$ cat config.mk
export PLATFORM = sky130hd
export DESIGN_NAME = program_loader
export DESIGN_NICKNAME = d
export VERILOG_FILES = /design/src/rtl/program_loader.sv
export SDC_FILE = /design/constraint.sdc
export NUM_CORES = 1
export LEC_CHECK = 0
export BUFFER_PORTS_ARGS = -buffer_cell sky130_fd_sc_hd__buf_2
export CORE_MARGIN = 10
export CORE_UTILIZATION = 54
export CTS_CLUSTER_SIZE = 25
export DETAILED_ROUTE_END_ITERATION = 7
export PLACE_DENSITY_LB_ADDON = 0.1
export REMOVE_ABC_BUFFERS = 1
export SLEW_MARGIN = 20
export SYNTH_ARGS = -nofsm -noshare
export SYNTH_HDL_FRONTEND = slang
export SYNTH_SLANG_ARGS = --single-unit
$ cat constraint.sdc
create_clock -name clk -period 2.6 [get_ports clk]
set_input_delay 0.52 -clock clk [delete_from_list [all_inputs] [get_ports clk]]
set_output_delay 0.52 -clock clk [all_outputs]
set_load 0.01 [all_outputs]
$ cat src/rtl/program_loader.sv
// Boot loader: parses framed bytes into 32-bit words written to I-BRAM or D-BRAM,
// holding the core stalled until a RUN command is accepted.
//
// state     | meaning
// ----------+-------------------------------------------------------------
// S_IDLE    | waiting for a target byte or the RUN command
// S_CNT_LO  | expecting the low byte of the word count
// S_CNT_HI  | expecting the high byte; range-checked against target depth
// S_PAYLOAD | collecting little-endian payload bytes, one word write per 4
// S_CHECK   | expecting the XOR checksum of the payload
// S_RUN     | core released; stream back-pressured (terminal)
// S_ERR     | fault seen; bytes discarded, no writes (terminal)
module program_loader #(
  parameter int          ADDR_WIDTH = 12,
  parameter int          I_DEPTH    = 1024,
  parameter int          D_DEPTH    = 1024,
  parameter logic [7:0]  TGT_INSTR  = 8'hA5,
  parameter logic [7:0]  TGT_DATA   = 8'h5A,
  parameter logic [7:0]  CMD_RUN    = 8'hC3
) (
  input  logic                  clk,
  input  logic                  rst,
  input  logic [7:0]            s_dat,
  input  logic                  s_valid,
  output logic                  s_ready,
  output logic [ADDR_WIDTH-1:0] i_w_addr,
  output logic [31:0]           i_w_dat,
  output logic                  i_w_enb,
  output logic [3:0]            i_w_byte_enb,
  output logic [ADDR_WIDTH-1:0] d_w_addr,
  output logic [31:0]           d_w_dat,
  output logic                  d_w_enb,
  output logic [3:0]            d_w_byte_enb,
  output logic                  pc_stall,
  output logic                  load_done,
  output logic                  load_err
);

  localparam int MAX_DEPTH = (I_DEPTH > D_DEPTH) ? I_DEPTH : D_DEPTH;
  localparam int IDX_W     = $clog2(MAX_DEPTH) + 1;
  localparam logic [15:0] I_LIM = 16'(I_DEPTH);
  localparam logic [15:0] D_LIM = 16'(D_DEPTH);

  typedef enum logic [2:0] {
    S_IDLE, S_CNT_LO, S_CNT_HI, S_PAYLOAD, S_CHECK, S_RUN, S_ERR
  } state_t;

  state_t           state;
  logic             tgt_instr;
  logic [7:0]       cnt_lo;
  logic [IDX_W-1:0] cnt;
  logic [IDX_W-1:0] idx;
  logic [1:0]       k;
  logic [23:0]      word_buf;
  logic [7:0]       chk;

  logic             accept;
  logic [15:0]      cnt_full;
  logic [15:0]      lim;
  logic [IDX_W+1:0] addr_full;
  logic [IDX_W-1:0] idx_next;

  assign accept    = s_valid & s_ready;
  assign cnt_full  = {s_dat, cnt_lo};
  assign lim       = tgt_instr ? I_LIM : D_LIM;
  assign addr_full = {idx, 2'b00};
  assign idx_next  = idx + 1'b1;

  always_ff @(posedge clk or negedge rst) begin
    if (!rst) begin
      state        <= S_IDLE;
      tgt_instr    <= 1'b0;
      cnt_lo       <= '0;
      cnt          <= '0;
      idx          <= '0;
      k            <= '0;
      word_buf     <= '0;
      chk          <= '0;
      s_ready      <= 1'b0;
      i_w_addr     <= '0;
      i_w_dat      <= '0;
      i_w_enb      <= 1'b0;
      i_w_byte_enb <= '0;
      d_w_addr     <= '0;
      d_w_dat      <= '0;
      d_w_enb      <= 1'b0;
      d_w_byte_enb <= '0;
      pc_stall     <= 1'b1;
      load_done    <= 1'b0;
      load_err     <= 1'b0;
    end else begin
      i_w_enb      <= 1'b0;
      d_w_enb      <= 1'b0;
      i_w_byte_enb <= '0;
      d_w_byte_enb <= '0;
      s_ready      <= (state != S_RUN);
      if (accept) begin
        case (state)
          S_IDLE: begin
            chk <= '0;
            idx <= '0;
            k   <= '0;
            if (s_dat == TGT_INSTR) begin
              tgt_instr <= 1'b1;
              state     <= S_CNT_LO;
            end else if (s_dat == TGT_DATA) begin
              tgt_instr <= 1'b0;
              state     <= S_CNT_LO;
            end else if (s_dat == CMD_RUN) begin
              state     <= S_RUN;
              pc_stall  <= 1'b0;
              load_done <= 1'b1;
              s_ready   <= 1'b0;
            end else begin
              state    <= S_ERR;
              load_err <= 1'b1;
            end
          end
          S_CNT_LO: begin
            cnt_lo <= s_dat;
            state  <= S_CNT_HI;
          end
          S_CNT_HI: begin
            if (cnt_full > lim) begin
              state    <= S_ERR;
              load_err <= 1'b1;
            end else if (cnt_full == 16'd0) begin
              state <= S_CHECK;
            end else begin
              cnt   <= cnt_full[IDX_W-1:0];
              state <= S_PAYLOAD;
            end
          end
          S_PAYLOAD: begin
            chk <= chk ^ s_dat;
            k   <= k + 2'd1;
            case (k)
              2'd0: word_buf[7:0]   <= s_dat;
              2'd1: word_buf[15:8]  <= s_dat;
              2'd2: word_buf[23:16] <= s_dat;
              default: begin
                // Write lands the cycle after the 4th byte, overlapping the next byte.
                if (tgt_instr) begin
                  i_w_addr     <= addr_full[ADDR_WIDTH-1:0];
                  i_w_dat      <= {s_dat, word_buf};
                  i_w_enb      <= 1'b1;
                  i_w_byte_enb <= 4'b1111;
                end else begin
                  d_w_addr     <= addr_full[ADDR_WIDTH-1:0];
                  d_w_dat      <= {s_dat, word_buf};
                  d_w_enb      <= 1'b1;
                  d_w_byte_enb <= 4'b1111;
                end
                idx <= idx_next;
                if (idx_next == cnt) state <= S_CHECK;
              end
            endcase
          end
          S_CHECK: begin
            if (s_dat == chk) begin
              state <= S_IDLE;
            end else begin
              state    <= S_ERR;
              load_err <= 1'b1;
            end
          end
          default: ;
        endcase
      end
    end
  end

endmodule

## After elaboration in Yosys (flattened, before gate mapping)

Cells that the tools add are included.
W data, S select, Z words.

| word-level totals | value |
|---|---|
| bits in registers | 166 |
| logic and storage cells | 115 |
| output and inout bits | 102 |
| bits of input ports | 11 |

| operators by class | value |
|---|---|
| reduce and logical (&&, ||, !) cells | 21 |
| eq/ne operators | 19 |
| $add $sub $neg | 2 |
| bitwise logic cells | 8 |
| muxes and demuxes | 42 |
| $lt $le $gt $ge | 1 |

Operators by type and width:

| operator | count |
|---|---|
| $mux W4 | 8 |
| $pmux W11 S2 | 1 |
| $mux W3 | 7 |
| $mux W1 | 20 |
| $eq A8 B8 Y1 const B | 2 |
| $gt A16 B11 Y1 const B | 1 |
| $logic_not A16 Y1 | 1 |
| $pmux W8 S2 | 1 |
| $reduce_and A4 Y1 | 4 |
| $pmux W3 S5 | 1 |
| $reduce_and A3 Y1 | 5 |
| $ne A2 B2 Y1 const B | 7 |
| $add A11 B1 Y11 const B | 1 |
| $eq A11 B11 Y1 | 1 |
| $mux W11 | 1 |
| $eq A8 B7 Y1 const B | 1 |
| $eq A8 B8 Y1 | 1 |
| $xor A8 B8 Y8 | 1 |
| $reduce_and A7 Y1 | 1 |
| $eq A3 B2 Y1 const B | 2 |
| $not A1 Y1 | 6 |
| $reduce_and A5 Y1 | 1 |
| $reduce_bool A5 Y1 | 1 |
| $pmux W2 S2 | 1 |
| 15 further kinds | 17 |

## Depth between registers and ports, before layout

| logic depth | value |
|---|---|
| word-level depth | 6 |
| gate-level depth with buffers | 8 |

## Worst setup path before layout

OpenSTA, ideal clock, no wires.

| timing | value |
|---|---|
| path kind | input port to flip-flop |
| start | input s_dat[6] |
| end | register cnt[10] |
| setup slack | 0.531 ns |
| cell stages on the path | 5 |
| data arrival time | 1.943 ns |
| setup time | 0.125 ns |
| required time | 2.475 ns |
| path buffers | 1 |
| cells stage by stage | or4_4 > nor4_4 > nand4_2 > buf_6 > mux2_4 |

| on the way | value |
|---|---|
| cells in the longest elaborated chain, start to end | 3 |
| elaborated cells on any way between the ends | 5 |
| classes of those cells | order compare: 1; bitwise: 2; reduce/logical: 2 |

Ends and longest elaborated chain:

| what | RTL line | RTL |
|---|---|---|
| start, declared | 23 | `input logic [7:0] s_dat,` |
| $gt A16 B11 Y1 or $logic_not A16 Y1 (tied branches) | 124, 127 |  |
| $not A1 Y1 (no source line) | n/a |  |
| $reduce_and A4 Y1 (no source line) (*) | n/a |  |
| end signal, assigned | 130 | `cnt <= cnt_full[IDX_W-1:0];` |
| end, declared | 51 | `logic [IDX_W-1:0] cnt;` |

Mark *: on every way between the ends. The rest lies on a longest branch, timed or not.
A chain may end at the register's enable or synchronous reset.

## Final worst setup path

| timing | value |
|---|---|
| start | register idx[0] |
| end | register state[0] |

| on the way | value |
|---|---|
| cells in the longest elaborated chain, start to end | 4 |

Ends and longest elaborated chain:

| what | RTL line | RTL |
|---|---|---|
| start, declared | 52 | `logic [IDX_W-1:0] idx;` |
| start signal, assigned | 154 | `idx <= idx_next;` |
| $add A11 B1 Y11 | 67 | `assign idx_next = idx + 1'b1;` |
| $eq A11 B11 Y1 | 155 | `if (idx_next == cnt) state <= S_CHECK;` |
| $ne A2 B2 Y1 (no source line) | n/a |  |
| $reduce_and A4 Y1 (no source line) | n/a |  |
| end signal, assigned | 71 | `state <= S_IDLE;` |
| end signal, assigned | 155 |  |
| end signal, assigned | 161 | `state <= S_IDLE;` |
| end, declared | 48 | `state_t state;` |

No other way between the ends.

==> parameters.txt <==
Parameter                              Value

Synth
  Post-Synthesis Mean Instance Area    12.8 um2
  Post-synthesis sequential area ratio    55.9%
  Flop and latch count out of synthesis    158
  Area leader, netlist    sky130_fd_sc_hd__dfrtp_1
  Commonest cells in the synthesized netlist    sky130_fd_sc_hd__dfrtp_1, sky130_fd_sc_hd__mux2_1, sky130_fd_sc_hd__nand2_1
  Cell with the most instances after synthesis    sky130_fd_sc_hd__dfrtp_1
  Area share of the leading cell type in the synthesized netlist    around 56%
  Synth Cell Area    7080 um2
  Post-synthesis cell type count    57
  Total of warnings raised by yosys    0
  Post-synth EDFFs    0
  Number of cells produced by synthesis    between 500 and 600
  Synth top area cells    sky130_fd_sc_hd__dfrtp_1, sky130_fd_sc_hd__mux2_1, sky130_fd_sc_hd__nand2_1
  Most common flop cell mapped by yosys    sky130_fd_sc_hd__dfrtp_1
  Fraction of registers with async set or reset after synthesis    between 90% and 100%

Timing
  Slew at the pin closest to its max-slew limit    674 ps
  Sum of negative setup slack    0 ps
  Minimum clock period after layout    roughly 2200 ps
  Max frequency    447 MHz
  Number of hold violations in the final report    0
  Headroom to the max-slew limit    between 50% and 60%
  Number of setup violations in the final report    0
  Worst clock skew    10.9 ps
  Worst Hold Slack    13.0 ps
  RSZ-0062 raised after global routing    no
  Final Cycle Share    a little under nine tenths
  Final slew viol count    0

Final layout
  Synthesis-to-finish area growth    18.4%
  NumNets Final    674
  Fill cells    1010
  Fraction of layout cells with a size suffix above 1    27.0%
  Diode insertion count for antenna repair    0

Critical path
  Cell family with the largest share of critical-path delay    compound AO/OA/AOI/OAI gates
  Worst EP required    between 2000 and 3000 ps
  Largest incremental delay on the critical path    510 ps
  Slowest stage cell on the critical path    sky130_fd_sc_hd__dfrtp_1
  Worst Path Buf+Inv    1
  Biggest fanout along the worst timing path    9
  Cells traversed along the worst timing path    ha_1, nand3_1, buf_4, nor3_1, nand2_1, o22ai_1, a41o_1, o211ai_1
  Worst r2r dst    state[0]
  Type of destination of the critical path    flop
  Crit path kind    reg2reg
  Nature of the critical path startpoint    flop
  Slack of the worst reg-to-reg path    360 ps
  Depth of the worst register-to-register path    8
  Reg-to-reg startpoint    idx[0]
  Arrival time of the worst setup path    2520 ps
  Worst setup path start    idx[0]

Power and ir drop
  Peak supply drop    0.603 mV
  Final total power    0.00818 W
  Leakage power of the design    4.18 nW
  Total power per unit cell area    between 900 and 1000 nW/um2

Global route
  Largest net degree at the start of global routing    69
  Wire length of the first global-routing pass    roughly 26000 um
  GR Util All Layers    18.2%
  Total overflow reported by the global router    0
  Initial antenna violation count    0
  Via count of the first global-routing pass    between 4000 and 5000

Die
  DIE AREA    around 18000 um2
  Initial core utilization    55.6%
  Core ar.    roughly 13000 um2
  Number of placement rows    slightly above 40
  Top-level I/O count    around 110
  Die Ht    134 um
  Die Wd    approximately 130 um

Drt
  Detailed-route via count    around 4600
  Remaining design rule violation count    0
  Routed via count divided by cell count    5.48
  DRT antenna net count    0
  Final WL    ~16000 um
  Routed length per instance    between 15 and 20 um
  DR pass1 iterations    4
  Count of routing violations after the opening detailed-route iteration    269

Clock network
  Depth of the CTS H-tree    4
  Clock slew seen by the registers of the worst setup and hold paths    60 ps
  Setup Fix Bufs, Post-CTS    0
  Total clock sinks    around 160
  Clock root cell    sky130_fd_sc_hd__clkbuf_16
  Max Root-Sink Buffers    2
  Number of resized instances in the post-cts repair step    0
  Number of buffers added by the clock tree synthesis step    17
  Clock latency at the later pin of the worst-skew pair    420 ps
  Post-CTS Hold Fix Bufs    0
  CTS tree    built

Job
  Max capacitance violation total    0

Outcome
  Result of the run    completed

Worst hold path
  Classification of the worst-slack hold path    in2async

Place
  Number of buffers added on ports    108
  Detailed-placement wirelength estimate    approximately 11000 um
  Gp weighted congestion    0.886
[metal layers]
layer / wire, um / up-vias / global-route usage [%]
met5: 0 / - / 0
li1: - / 2150 / -
met4: 139 / 0 / 6.11
met2: 7850 / 114 / 29.9
met1: 6850 / 2348 / 22.4
met3: 1020 / 11 / 5.53
[flip-flops by register name, indices dropped and copies added, names as in the netlist, 2 cells and up]
| name | flops |
|---|---|
| cnt | 11 |
| cnt_lo | 8 |
| idx | 11 |
| d_w_dat | 32 |
| i_w_dat | 32 |
| word_buf | 24 |
| d_w_addr | 10 |
| i_w_addr | 10 |
| state | 3 |
| k | 2 |
| chk | 8 |
[cells in the final DEF, fill, tap and decap left out, drive strengths merged, types with 2 or more instances in the layout]
| cell type | n |
|---|---|
| nor4bb | 3 |
| clkinvlp | 2 |
| o211ai | 4 |
| and3 | 3 |
| a21o | 2 |
| and2 | 3 |
| mux2 | 127 |
| nor4 | 8 |
| ha | 5 |
| o21a | 2 |
| nand4b | 2 |
| bufinv | 4 |
| conb | 4 |
| nand3b | 2 |
| inv | 9 |
| nand2b | 3 |
| a41o | 2 |
| xnor2 | 18 |
| nor3 | 6 |
| nand4 | 6 |
| buf | 125 |
| nand2 | 53 |
| clkbuf | 22 |
| o21ai | 39 |
| a21oi | 8 |
| a2bb2oi | 2 |
| xor2 | 8 |
| nor2 | 14 |
| o31ai | 3 |
| clkinv | 4 |
| nand3 | 7 |
| o22ai | 2 |
| dfrtp | 157 |
[power by group]
group	internal (W)	switching, W
Clock	0.00163	0.000942
Sequential	0.00312	0.000492
Combinational	0.000938	0.00105
[logic make-up (layout without fill, tap and decap cells)]
kind of cell | count (synthesis) | count (layout) | share of synthesized area (%)
fa+ha+maj | 5 | 5 | 0.884
compound gates | 71 | 71 | 6.08
flops | 158 | 158 | 55.9
simple gates | 113 | 113 | 8.72
buf+inv | 52 | 166 | 4.30
other cells | 1 | 4 | 0.0530
mux | 128 | 128 | 20.9
xor+xnor | 26 | 26 | 3.22
[how the worst max path moves through the flow]
stage / end / slack, ps / depth (start not counted)
final: state[0] / 360 / 8
after global routing: state[0] / 110 / 8
after CTS: state[0] / 370 / 8
after detailed placement: cnt[2] / 120 / 6
after global placement: cnt[10] / 170 / 6
after floorplan: d_w_addr[4] / -400 / 5
[area by class of cell]
type | instances | area (um2) | area share [%]
Sequential cell | 158 | 3960 | 47.2
Multi-Input combinational cell | 347 | 2840 | 33.8
Timing Repair Buffer | 125 | 724 | 8.64
Clock buffer | 22 | 454 | 5.42
Tap cell | 172 | 215 | 2.57
Clock inverter | 10 | 163 | 1.94
Inverter | 9 | 33.8 | 0.403
[through the flow]
step	instances	cell area [um2]	setup WS, ps	utilization [%]
final	843	8380	363	65.9
after global routing	843	8380	107	65.9
after CTS	843	8380	368	65.9
after detailed placement	811	7760	121	61.0
after global placement	811	7760	169	61.0
after floorplan	514	6820	-400	-
No activity file was read; power rests on OpenSTA's default activity.
